==> src/rtl/execute_stage_pkg.sv <==
// rtl/execute_stage_pkg.sv - shared codes and helpers for the execute stage
// Purpose: ALU op codes, ARM condition codes, forward-select codes,
//          E->M control bundle and the condition evaluation helper.
// Ports:   none (package)
package execute_stage_pkg;

  typedef enum logic [2:0] {
    ALU_ADD = 3'b000,
    ALU_SUB = 3'b001,
    ALU_AND = 3'b010,
    ALU_ORR = 3'b011,
    ALU_EOR = 3'b100,
    ALU_MOV = 3'b101
  } alu_op_e;

  typedef enum logic [3:0] {
    COND_EQ = 4'b0000, COND_NE = 4'b0001, COND_CS = 4'b0010, COND_CC = 4'b0011,
    COND_MI = 4'b0100, COND_PL = 4'b0101, COND_VS = 4'b0110, COND_VC = 4'b0111,
    COND_HI = 4'b1000, COND_LS = 4'b1001, COND_GE = 4'b1010, COND_LT = 4'b1011,
    COND_GT = 4'b1100, COND_LE = 4'b1101, COND_AL = 4'b1110, COND_NV = 4'b1111
  } cond_e;

  localparam logic [1:0] FWD_RD   = 2'b00;
  localparam logic [1:0] FWD_RESW = 2'b01;
  localparam logic [1:0] FWD_ALUM = 2'b10;

  typedef struct packed {
    logic pcsrc;
    logic regwrite;
    logic memwrite;
    logic memtoreg;
  } m_ctl_t;

  // nzcv is {N,Z,C,V}
  function automatic logic cond_pass(input logic [3:0] cond, input logic [3:0] nzcv);
    logic n, z, c, v;
    logic r;
    {n, z, c, v} = nzcv;
    case (cond_e'(cond))
      COND_EQ: r = z;
      COND_NE: r = ~z;
      COND_CS: r = c;
      COND_CC: r = ~c;
      COND_MI: r = n;
      COND_PL: r = ~n;
      COND_VS: r = v;
      COND_VC: r = ~v;
      COND_HI: r = c & ~z;
      COND_LS: r = ~c | z;
      COND_GE: r = (n == v);
      COND_LT: r = (n != v);
      COND_GT: r = ~z & (n == v);
      COND_LE: r = z | (n != v);
      COND_AL: r = 1'b1;
      default: r = 1'b0;
    endcase
    return r;
  endfunction

endpackage

==> src/rtl/execute_stage_exec_alu.sv <==
// rtl/execute_stage_exec_alu.sv - combinational ALU with NZCV generation
// Purpose: computes result and {N,Z,C,V} for the execute stage.
// Ports:   i_src_a, i_src_b (WIDTH) operands; i_alu_control (3) op;
//          o_result (WIDTH); o_nzcv (4) {N,Z,C,V}.
module exec_alu
  import execute_stage_pkg::*;
#(
  parameter int WIDTH = 32
) (
  input  logic [WIDTH-1:0] i_src_a,
  input  logic [WIDTH-1:0] i_src_b,
  input  logic [2:0]       i_alu_control,
  output logic [WIDTH-1:0] o_result,
  output logic [3:0]       o_nzcv
);

  logic [WIDTH:0]   w_sum;
  logic [WIDTH:0]   w_diff;
  logic [WIDTH-1:0] w_res;
  logic             w_c;
  logic             w_v;

  assign w_sum  = {1'b0, i_src_a} + {1'b0, i_src_b};
  assign w_diff = {1'b0, i_src_a} - {1'b0, i_src_b};

  always_comb begin
    w_res = '0;
    w_c   = 1'b0;
    w_v   = 1'b0;
    case (alu_op_e'(i_alu_control))
      ALU_ADD: begin
        w_res = w_sum[WIDTH-1:0];
        w_c   = w_sum[WIDTH];
        w_v   = (i_src_a[WIDTH-1] == i_src_b[WIDTH-1]) && (w_res[WIDTH-1] != i_src_a[WIDTH-1]);
      end
      ALU_SUB: begin
        w_res = w_diff[WIDTH-1:0];
        // borrow out of the extended subtract means A < B unsigned
        w_c   = ~w_diff[WIDTH];
        w_v   = (i_src_a[WIDTH-1] != i_src_b[WIDTH-1]) && (w_res[WIDTH-1] != i_src_a[WIDTH-1]);
      end
      ALU_AND: w_res = i_src_a & i_src_b;
      ALU_ORR: w_res = i_src_a | i_src_b;
      ALU_EOR: w_res = i_src_a ^ i_src_b;
      ALU_MOV: w_res = i_src_b;
      default: w_res = '0;
    endcase
  end

  assign o_result = w_res;
  assign o_nzcv   = {w_res[WIDTH-1], (w_res == '0), w_c, w_v};

endmodule

==> src/rtl/execute_stage.sv <==
// rtl/execute_stage.sv - pipeline execute stage with flags and E->M register
// Purpose: forwarding muxes, ALU, condition check against the NZCV register,
//          control gating and the E->M pipeline register.
// Ports:   clk/reset; decoded controls, operands and WA3E from D->E;
//          ForwardAE/BE + ResultW forwarding; EnM/FlushM register control;
//          ALUResultE/BranchTakenE combinational to fetch; registered M-side
//          outputs; FlagsE current {N,Z,C,V}.
module execute_stage
  import execute_stage_pkg::*;
#(
  parameter int WIDTH = 32,
  parameter int RAW   = 4
) (
  input  logic             clk,
  input  logic             reset,
  input  logic             PCSrcE,
  input  logic             MemtoRegE,
  input  logic             MemWriteE,
  input  logic             ALUSrcE,
  input  logic             RegWriteE,
  input  logic             BranchE,
  input  logic [2:0]       ALUControlE,
  input  logic [1:0]       FlagWriteE,
  input  logic [3:0]       CondE,
  input  logic [WIDTH-1:0] Rd1E,
  input  logic [WIDTH-1:0] Rd2E,
  input  logic [WIDTH-1:0] ExtImmE,
  input  logic [RAW-1:0]   WA3E,
  input  logic [1:0]       ForwardAE,
  input  logic [1:0]       ForwardBE,
  input  logic [WIDTH-1:0] ResultW,
  input  logic             EnM,
  input  logic             FlushM,
  output logic [WIDTH-1:0] ALUResultE,
  output logic             BranchTakenE,
  output logic             PCSrcM,
  output logic             RegWriteM,
  output logic             MemWriteM,
  output logic             MemtoRegM,
  output logic [WIDTH-1:0] ALUResultM,
  output logic [WIDTH-1:0] WriteDataM,
  output logic [RAW-1:0]   WA3M,
  output logic [3:0]       FlagsE
);

  logic [3:0]       r_flags;
  m_ctl_t           r_ctl_m;
  logic [WIDTH-1:0] r_alu_result_m;
  logic [WIDTH-1:0] r_write_data_m;
  logic [RAW-1:0]   r_wa3_m;

  logic [WIDTH-1:0] w_src_a;
  logic [WIDTH-1:0] w_write_data_e;
  logic [WIDTH-1:0] w_src_b;
  logic [3:0]       w_alu_nzcv;
  logic             w_cond_ex;
  m_ctl_t           w_ctl_e;

  // 11 falls back to the register-file operand, same as 00
  always_comb begin
    case (ForwardAE)
      FWD_RESW: w_src_a = ResultW;
      FWD_ALUM: w_src_a = r_alu_result_m;
      default:  w_src_a = Rd1E;
    endcase
    case (ForwardBE)
      FWD_RESW: w_write_data_e = ResultW;
      FWD_ALUM: w_write_data_e = r_alu_result_m;
      default:  w_write_data_e = Rd2E;
    endcase
  end

  assign w_src_b = ALUSrcE ? ExtImmE : w_write_data_e;

  exec_alu #(.WIDTH(WIDTH)) u_alu (
    .i_src_a       (w_src_a),
    .i_src_b       (w_src_b),
    .i_alu_control (ALUControlE),
    .o_result      (ALUResultE),
    .o_nzcv        (w_alu_nzcv)
  );

  // evaluated against the flags before this instruction's own update
  assign w_cond_ex    = cond_pass(CondE, r_flags);
  assign BranchTakenE = (BranchE | PCSrcE) & w_cond_ex;

  assign w_ctl_e.pcsrc    = PCSrcE & w_cond_ex;
  assign w_ctl_e.regwrite = RegWriteE & w_cond_ex;
  assign w_ctl_e.memwrite = MemWriteE & w_cond_ex;
  assign w_ctl_e.memtoreg = MemtoRegE;

  always_ff @(posedge clk or posedge reset) begin
    if (reset) begin
      r_flags <= 4'b0000;
    end else if (EnM && w_cond_ex) begin
      if (FlagWriteE[1]) r_flags[3:2] <= w_alu_nzcv[3:2];
      if (FlagWriteE[0]) r_flags[1:0] <= w_alu_nzcv[1:0];
    end
  end

  // flush takes priority over a stalled (EnM=0) register
  always_ff @(posedge clk or posedge reset) begin
    if (reset) begin
      r_ctl_m        <= '0;
      r_alu_result_m <= '0;
      r_write_data_m <= '0;
      r_wa3_m        <= '0;
    end else if (FlushM) begin
      r_ctl_m        <= '0;
      r_alu_result_m <= '0;
      r_write_data_m <= '0;
      r_wa3_m        <= '0;
    end else if (EnM) begin
      r_ctl_m        <= w_ctl_e;
      r_alu_result_m <= ALUResultE;
      r_write_data_m <= w_write_data_e;
      r_wa3_m        <= WA3E;
    end
  end

  assign PCSrcM     = r_ctl_m.pcsrc;
  assign RegWriteM  = r_ctl_m.regwrite;
  assign MemWriteM  = r_ctl_m.memwrite;
  assign MemtoRegM  = r_ctl_m.memtoreg;
  assign ALUResultM = r_alu_result_m;
  assign WriteDataM = r_write_data_m;
  assign WA3M       = r_wa3_m;
  assign FlagsE     = r_flags;

endmodule
==> config.mk <==
export PLATFORM = sky130hd
export DESIGN_NAME = execute_stage
export DESIGN_NICKNAME = d
export VERILOG_FILES = /design/src/rtl/execute_stage_pkg.sv /design/src/rtl/execute_stage_exec_alu.sv /design/src/rtl/execute_stage.sv
export SDC_FILE = /design/constraint.sdc
export NUM_CORES = 1
export LEC_CHECK = 0
export ABC_CLOCK_PERIOD_IN_PS = 7400
export CORE_UTILIZATION = 53
export CTS_BUF_LIST = sky130_fd_sc_hd__clkbuf_4 sky130_fd_sc_hd__clkbuf_8
export CTS_CLUSTER_DIAMETER = 150
export DETAILED_ROUTE_END_ITERATION = 7
export PLACE_DENSITY = 0.89
export SETUP_SLACK_MARGIN = 0.02
export SYNTH_ARGS = -nofsm -noshare
export SYNTH_HDL_FRONTEND = slang
export SYNTH_HIERARCHICAL = 1
export SYNTH_SLANG_ARGS = --single-unit
==> constraint.sdc <==
create_clock -name clk -period 7.4 [get_ports clk]
set_clock_uncertainty 0.2 [all_clocks]
set_input_delay 0.74 -clock clk [delete_from_list [all_inputs] [get_ports clk]]
set_output_delay 0.74 -clock clk [all_outputs]
set_load 0.1 [all_outputs]
**Word-level counts from Yosys, hierarchy flattened**

Cells that the tools add are included.

- Register bits: 76
- Bits of input ports: 155
- Output and inout bits: 109
- Logic and storage cells: 81

- Add/subtract/negate cells: 2
- Equality and inequality tests: 29
- Multiplexer cells: 15
- Bitwise operators: 17
- Reductions and logical operators: 9

Operators by type and width:

| kind | count |
|---|---|
| case mux 32 bit (6 select lines) | 1 |
| 2-to-1 mux 32 bit | 5 |
| case mux 32 bit (2 select lines) | 2 |
| adder 32 x 32 -> 33 bit | 1 |
| subtractor 32 x 32 -> 33 bit | 1 |
| bitwise AND 32 bit | 1 |
| zero test 32 bit | 1 |
| OR 32 bit | 1 |
| XOR 32 bit | 1 |
| == test 4 bit, second input constant | 7 |
| == test 4 x 3 -> 1 bit, second input constant | 4 |
| 2-to-1 mux 4 bit | 4 |
| case mux 1 bit (15 select lines) | 1 |
| == test 4 x 2 -> 1 bit, second input constant | 2 |
| bitwise AND 1 bit | 6 |
| == test 3 x 2 -> 1 bit, second input constant | 2 |
| == test 3 bit, second input constant | 2 |
| inverter 1 bit | 5 |
| == test 2 x 1 -> 1 bit, second input constant | 2 |
| == test 2 bit, second input constant | 2 |
| == test 4 x 1 -> 1 bit, second input constant | 1 |
| zero test 4 bit | 1 |
| != test 1 bit | 4 |
| case mux 1 bit (2 select lines) | 2 |
| other kinds (7) | 13 |

**Logic depth before layout (Yosys ltp)**

Gate-level depths: netlist of the first run.

- Depth in word-level cells: 7
- Depth in mapped cells: 23
- Depth with buffers taken out: 20

**Hierarchy**

Netlist of the first run, hierarchy kept.

Modules (own cells, without submodules):

| module | instances | cells each | area each (sq um) | sequential area each (sq um) |
|---|---|---|---|---|
| exec_alu | 1 | 894 | 5,969.5 | 0.0 |
| execute_stage | 1 | 574 | 4,929.7 | 1,901.8 |

**Worst setup path after synthesis of the first run**

Ideal clock, no wire load.

- Path kind: in2reg
- Start point: input ForwardBE[0]
- End point: register r_flags[2], in the netlist FlagsE[2]
- Setup time: 129 ps
- Arrival time: 6,849 ps
- Data required time: 7,071 ps
- Setup slack: 223 ps
- Cell stages on the path: 22
- Buffers on the path: 3
- Cell sequence: inv_1 ha_1 clkbuf_1 clkbuf_1 nand2_1 o21ai_0 mux2_2 inv_1 ha_1 buf_4 nand3_1 o211a_1 or3_1 a31o_2 o21ai_0 a311oi_1 a211oi_1 xnor2_1 o21ai_0 a2111o_1 nor4_2 mux2_1

- Longest elaborated chain between the ends: 6
- Elaborated cells between the ends (all ways): 11
- Classes of those cells: add/sub: 2; eq/ne: 2; mux: 3; bitwise: 3; reduce/logical: 1

RTL lines:

| what | line | source |
|---|---|---|
| start, declared | execute_stage.sv:30 | `input logic [1:0] ForwardBE,` |
| == test 2 bit or == test 2 x 1 -> 1 bit (tied branches) | execute_stage.sv:66 | `case (ForwardBE)` |
| case mux 32 bit (2 select lines) * | execute_stage.sv:66 |  |
| 2-to-1 mux 32 bit * | execute_stage.sv:73 | `assign w_src_b = ALUSrcE ? ExtImmE : w_write_data_e;` |
| net w_src_b[3] | execute_stage.sv:54 | `logic [WIDTH-1:0] w_src_b;` |
| subtractor 32 x 32 -> 33 bit or adder 32 x 32 -> 33 bit (tied branches) | execute_stage_exec_alu.sv:24, execute_stage_exec_alu.sv:23 |  |
| case mux 32 bit (6 select lines) * | execute_stage_exec_alu.sv:30 | `case (alu_op_e'(i_alu_control))` |
| net ALUResultE[23] | execute_stage.sv:34 | `output logic [WIDTH-1:0] ALUResultE,` |
| zero test 32 bit * | execute_stage_exec_alu.sv:51 | `assign o_nzcv = {w_res[WIDTH-1], (w_res == '0), w_c, w_v};` |
| net w_alu_nzcv[2] | execute_stage.sv:55 | `logic [3:0] w_alu_nzcv;` |
| end signal, assigned | execute_stage.sv:96 | `if (FlagWriteE[1]) r_flags[3:2] <= w_alu_nzcv[3:2];` |
| end, declared | execute_stage.sv:46 | `logic [3:0] r_flags;` |

The timed path passes the listed nets; every way through them passes the cells marked *.
A chain may end at the register's enable or synchronous reset.

**Worst setup path in the final report of the first run**

- Start point: input ForwardBE[0]
- End point: output ALUResultE[31]

- Longest elaborated chain between the ends: 5
- Elaborated cells between the ends (all ways): 10
- Classes of those cells: add/sub: 2; eq/ne: 2; mux: 3; bitwise: 3

RTL lines:

| what | line |
|---|---|
| == test 2 bit or == test 2 x 1 -> 1 bit (tied branches) | execute_stage.sv:66 |
| case mux 32 bit (2 select lines) * | execute_stage.sv:66 |
| 2-to-1 mux 32 bit * | execute_stage.sv:73 |
| net w_src_b[3] | execute_stage.sv:54 |
| subtractor 32 x 32 -> 33 bit or adder 32 x 32 -> 33 bit (tied branches) | execute_stage_exec_alu.sv:24, execute_stage_exec_alu.sv:23 |
| case mux 32 bit (6 select lines) * | execute_stage_exec_alu.sv:30 |
| end, declared | execute_stage.sv:34 |

Marks and branches as above.

==> results of run 1 <==
## final timing paths
path	end	slack (ps)
min in group asynchronous	WriteDataM[22]	790
worst min register to register	WriteDataM[13]	330
worst min-delay path	WriteDataM[13]	330
worst max register to register	FlagsE[2]	1630
max in group asynchronous	WriteDataM[2]	5530
worst max-delay path	ALUResultE[31]	230
## placed cells by master (no fill, tap or decap), types with 35 or more instances in the layout
cell type and n:
a21oi_1 102, a22oi_1 70, buf_4 59, clkdlybuf4s50_1 229, dfrtp_1 76, ha_1 106, inv_1 124, mux2_2 35
mux2i_1 63, nand2_1 111, nor2_1 171, o21ai_0 99
## Yosys cell counts (6+ instances only)
cell type / instances / area share
nor2_1: 171 / 0.059
inv_1: 125 / 0.043
nand2_1: 111 / 0.038
ha_1: 109 / 0.13
a21oi_1: 102 / 0.047
o21ai_0: 101 / 0.046
clkbuf_1: 79 / 0.027
dfrtp_1: 76 / 0.17
a22oi_1: 70 / 0.048
mux2i_1: 63 / 0.058
mux2_2: 35 / 0.036
nor3_1: 23 / 0.011
nand3_1: 21 / 0.0096
o211ai_1: 19 / 0.013
a31oi_1: 18 / 0.010
a21o_1: 17 / 0.012
a211oi_1: 16 / 0.011
xnor2_1: 16 / 0.013
buf_2: 15 / 0.0069
nand4_1: 14 / 0.0080
o22ai_1: 14 / 0.0080
a221oi_1: 12 / 0.0096
nand2b_1: 12 / 0.0069
o31ai_1: 11 / 0.0076
a221o_1: 10 / 0.0092
nor2b_1: 10 / 0.0057
or2_2: 10 / 0.0057
buf_1: 8 / 0.0028
o21a_1: 8 / 0.0055
and3_1: 7 / 0.0040
buf_4: 7 / 0.0048
nor4_1: 7 / 0.0040
o211a_1: 7 / 0.0064
o21bai_1: 7 / 0.0048
or4_1: 7 / 0.0048
a311oi_1: 6 / 0.0048
a31o_2: 6 / 0.0048
nand3b_1: 6 / 0.0041
o221ai_1: 6 / 0.0048
o31a_1: 6 / 0.0048
## power breakdown
part | internal, mW | total, mW | leakage, nW | switching [mW]
logic | 0.609 | 2.00 | 4.94 | 1.39
registers | 0.450 | 0.490 | 1.03 | 0.0399
clock network | 0.191 | 0.358 | 0.0981 | 0.168
## area by class of cell
type                            instances  area [um2]  area share
Multi-Input combinational cell       1154        8050       0.577
Timing Repair Buffer                  301        2950       0.212
Sequential cell                        76        1900       0.136
Inverter                              127         478      0.0343
Tap cell                              270         338      0.0242
Clock buffer                            9         124     0.00888
Clock inverter                          7        98.8     0.00709
## metal layers
metal,up-vias,GRT usage,wire (um)
met5,-,0,0
met4,0,0.119,1180
met3,91,0.102,5930
met2,875,0.623,19500
met1,6086,0.613,19300
li1,5707,-,-
## critical path: stages
cell	delay [ps]
clkdlybuf4s50_1	500
inv_1	50
ha_2	730
nand2_1	110
o21ai_0	150
mux2_2	280
inv_1	80
ha_1	550
nand3_1	170
o211a_1	300
or3_1	450
a31o_2	340
o41a_1	400
o21ai_0	190
a221o_1	240
nor2_1	80
a2111o_1	400
nand3_1	230
buf_12	220
## state kept, by name, summed over array words and instances (netlist names)
register	count
MemtoRegM	1
FlagsE	4
ALUResultM	32
WriteDataM	32
MemWriteM	1
PCSrcM	1
WA3M	4
RegWriteM	1
## cell families after synthesis
family,after synthesis,share of synthesized area
flops,76,0.174
simple gates,433,0.187
xor+xnor,21,0.0169
mux,102,0.0982
compound gates,487,0.307
fa+ha+maj,111,0.129
buf+inv,238,0.0877
==> flow_metrics.env, run 1 <==
export IMPL_status="complete, no violations"
export IMPL_clkLatencyLatePin_ps=360
export IMPL_die_y_um=145
export IMPL_grt_usage=0.424
export IMPL_cts_max_path_buffers=2
export IMPL_synth_main_ff_cell="dfrtp_1"
export IMPL_maxSlewViolCount=0
export IMPL_avgSynthCellArea_um2=7.42
export IMPL_fp_row_count=52
export IMPL_first_iter_violations=1722
export IMPL_io_pins=264
export IMPL_synth_edf_count=0
export IMPL_die_w_um=145
export IMPL_vias=12800
export IMPL_pre_cts_ws_ps=235
export IMPL_final_area_um2=13900
export IMPL_min_path_type="register to register"
export IMPL_cts_hold_fix_buffers=0
export IMPL_postCtsSetupBuffers=0
export IMPL_ir_drop_uv=265
export IMPL_cts_resized=0
export IMPL_rr_worst_depth=18
export IMPL_worst_path_max_fanout=39
export IMPL_min_path_cells=2
export IMPL_routed_wl_um=45900
export IMPL_yosysSeqAreaShare=0.174
export IMPL_crit_required_ps=6460
export IMPL_finalCoreUtilization=0.691
export IMPL_worst_setup_path_end_kind="output port"
export IMPL_clk_pin_slew_ps=90
export IMPL_wl_per_cell_um=23.6
export IMPL_synthToLayoutAreaGrowth_pct=27.9
export IMPL_leakagePower_nw=6.06
export IMPL_synth_cell_types=88
export IMPL_place_inst=1928
export IMPL_grt_max_degree=77
export IMPL_synth_nets=1734
export IMPL_syn_inst=1468
export IMPL_cts_inserted_buffers=9
export IMPL_instances_no_fill=1944
export IMPL_clock_sinks=76
export IMPL_worstPathArrival_ps=6230
export IMPL_cts_root_buf="clkbuf_8"
export IMPL_setup_worst_path_start="ForwardBE[0]"
export IMPL_grt_pass1_wl_um=69300
export IMPL_design_die_area_um2=21100
export IMPL_antenna_cells=0
export IMPL_firstDrtPassIters=6
export IMPL_syn_area_um2=10900
export IMPL_async_flop_share=1.00
export IMPL_p_total_mw=2.85
export IMPL_tightest_slew_ps=1180
export IMPL_synth_seq_cells=76
export IMPL_start_util=0.540
export IMPL_fmax_ghz=0.140
export IMPL_antenna_found_initial=0
export IMPL_hold_viol_final=0
export IMPL_worstSetupPathType="input pin to output port"
export IMPL_drc=0
export IMPL_grt_pass1_vias=11800
export IMPL_core_area_um2=20200
export IMPL_gp_congestion=1.01
export IMPL_drive_above_1_share=0.101
export IMPL_cts_tree="built"
export IMPL_drv_cap=0
export IMPL_fin_tns_setup_ps=0
export IMPL_fillCellCount=1678
export IMPL_slew_headroom=0.212
export IMPL_setup_violations=0
export IMPL_placed_area_um2=13700
export IMPL_ant_nets=0
export IMPL_min_delay_start="WriteDataM[13]"
export IMPL_setup_ws_ps=234
export IMPL_start_kind="input pin"
export IMPL_power_density_nw_per_um2=205
export IMPL_hpwl_um=36000
export IMPL_final_nets=1935
export IMPL_portBuffers=263
export IMPL_overflow=0
export IMPL_rsz0062_at_grt="false"
export IMPL_period_minus_slack_ps=7170
export IMPL_vias_per_cell=6.56
export IMPL_min_period_over_period=0.968
export IMPL_ys_warn_count=6
export IMPL_r2r_start="ALUResultM[0]"
export IMPL_htree_levels=3
export IMPL_whs_ps=331
Power figures use the tool's default switching activity.
==> inputs of run 2 (changes only) <==
Settings changed: CORE_MARGIN from default to 2.
==> run 2 against run 1 <==
Combinational power about the same. Cell area about the same. Largest cell class unchanged. Sequential share of layout area about the same. Clock power down 5%. Flip-flop and latch count unchanged.
==> flow_metrics.env, run 2 (synthesis gave the netlist of run 1 again) <==
export IMPL_leakagePower_nw=6.07
export IMPL_fin_tns_setup_ps=0
export IMPL_die_y_um=147
export IMPL_fmax_ghz=0.140
export IMPL_portBuffers=263
export IMPL_tightest_slew_ps=1060
export IMPL_fillCellCount=1683
export IMPL_overflow=0
export IMPL_reg2reg_slack_ps=1520
export IMPL_cts_root_buf="clkbuf_8"
export IMPL_cts_max_path_buffers=2
export IMPL_worst_setup_path_end_kind="output port"
export IMPL_synthToLayoutAreaGrowth_pct=27.9
export IMPL_io_pins=264
export IMPL_start_kind="input pin"
export IMPL_crit_required_ps=6460
export IMPL_worst_path_max_fanout=34
export IMPL_maxSlewViolCount=0
export IMPL_firstDrtPassIters=6
export IMPL_hold_viol_final=0
export IMPL_htree_levels=3
export IMPL_die_w_um=147
export IMPL_first_iter_violations=1742
export IMPL_worstPathArrival_ps=6220
export IMPL_grt_max_degree=77
export IMPL_final_common_cell="clkdlybuf4s50_1"
export IMPL_start_util=0.539
export IMPL_period_minus_slack_ps=7160
export IMPL_final_nets=1936
export IMPL_gp_congestion=1.05
export IMPL_ant_nets=0
export IMPL_swShare=0.569
export IMPL_cpPeakStageDelay_ps=660
export IMPL_vias_per_cell=6.59
export IMPL_setup_violations=0
export IMPL_layout_common_cells="clkdlybuf4s50_1, nor2_1, inv_1, nand2_1, ha_1"
export IMPL_wl_per_cell_um=23.4
export IMPL_whs_ps=338
export IMPL_slew_headroom=0.293
export IMPL_cts_inserted_buffers=9
export IMPL_min_period_over_period=0.968
export IMPL_design_die_area_um2=21700
export IMPL_status="complete, no violations"
export IMPL_p_clk_frac=0.120
export IMPL_drive_above_1_share=0.101
export IMPL_ir_drop_uv=180
export IMPL_rsz0062_at_grt="false"
export IMPL_clk_pin_slew_ps=90
export IMPL_path_cells="clkdlybuf4s50_1 > inv_1 > ha_2 > nand2_1 > o21ai_0 > mux2_2 > inv_1 > ha_1 > inv_1 > a221oi_2 > nand2_2 > a31oi_1 > a22o_1 > a21oi_1 > o211a_1 > o32a_1 > a2111o_1 > nand3_1 > buf_12"
export IMPL_grt_pass1_vias=12100
export IMPL_drc=0
export IMPL_crit_slowest_cell="ha_2"
export IMPL_grt_pass1_wl_um=69500
export IMPL_clkLatencyLatePin_ps=370
export IMPL_p_comb_frac=0.706
export IMPL_postCtsSetupBuffers=0
export IMPL_vias=12800
export IMPL_pwr_share_seq=0.174
export IMPL_hpwl_um=35700
export IMPL_cpMostUsedCell="inv_1"
export IMPL_power_switching_mw=1.61
export IMPL_p_int_mw=1.22
export IMPL_worstSetupPathType="input pin to output port"
export IMPL_cts_tree="built"
export IMPL_min_path_type="register to register"
export IMPL_core_area_um2=20200
export IMPL_routed_wl_um=45700
export IMPL_antenna_found_initial=5
export IMPL_finalCoreUtilization=0.689
export IMPL_power_density_nw_per_um2=203
export IMPL_clock_sinks=76
export IMPL_drv_cap=0
export IMPL_grt_usage=0.408
export IMPL_fp_row_count=52
-- run 2: repair_timing --
item | in CTS | in global routing
resized for setup | 0 | 1
hold buffers | 0 | 0
endpoints found under the setup margin | 0 | 1
-- run 2: power groups by stage --
stage                     logic [mW]  registers [mW]  clock network, mW
after detailed placement        1.93           0.497                  0
after global placement          1.91           0.497                  0
after global routing            2.09           0.496              0.357
after floorplan                 1.10           0.750                  0
final                           2.00           0.493              0.339
after CTS                       1.94           0.491              0.341
-- run 2: routing by layer --
layer  up-vias  track usage  share of wire
met5         -            0         0.0012
met4         6        0.141          0.032
met3       119        0.152           0.15
met2       952        0.588           0.42
met1      6043        0.561           0.39
li1       5713            -              -
-- run 2: path summary, 6_finish.rpt --
check                                    from             end  cells after the start
worst max-delay path             ForwardBE[0]  ALUResultE[31]                     19
min in group asynchronous               reset  WriteDataM[27]                      3
worst min-delay path                  WA3M[1]         WA3M[1]                      2
worst max register to register  ALUResultM[2]       FlagsE[2]                     17
worst min register to register        WA3M[1]         WA3M[1]                      2
max in group asynchronous               reset  ALUResultM[10]                      3
-- run 2: cell type report --
type	count	area [um2]	area share
antenna	2	5.00	0.000359
timing repair buffer	302	2960	0.212
multi-input combinational	1154	8050	0.578
clock inverter	7	80.1	0.00575
clock buffer	9	124	0.00889
inverter	127	478	0.0343
sequential	76	1900	0.136
tap	270	338	0.0242
-- run 2: through the flow --
step | std cells | power [mW] | setup slack [ps] | instance area [um2]
after floorplan | 1468 | 1.85 | 223 | 10900
after global placement | 1929 | 2.41 | 398 | 13700
after detailed placement | 1929 | 2.43 | 342 | 13700
after CTS | 1945 | 2.77 | 385 | 13900
after global routing | 1947 | 2.94 | 23.9 | 13900
final | 1947 | 2.83 | 240 | 13900
-- run 2: worst max-delay path: cells and delay by family --
kind / cells / cell delay (ps)
compound gates: 8 / 2500
buf+inv: 5 / 950
mux: 1 / 280
fa+ha+maj: 2 / 1210
simple gates: 3 / 500
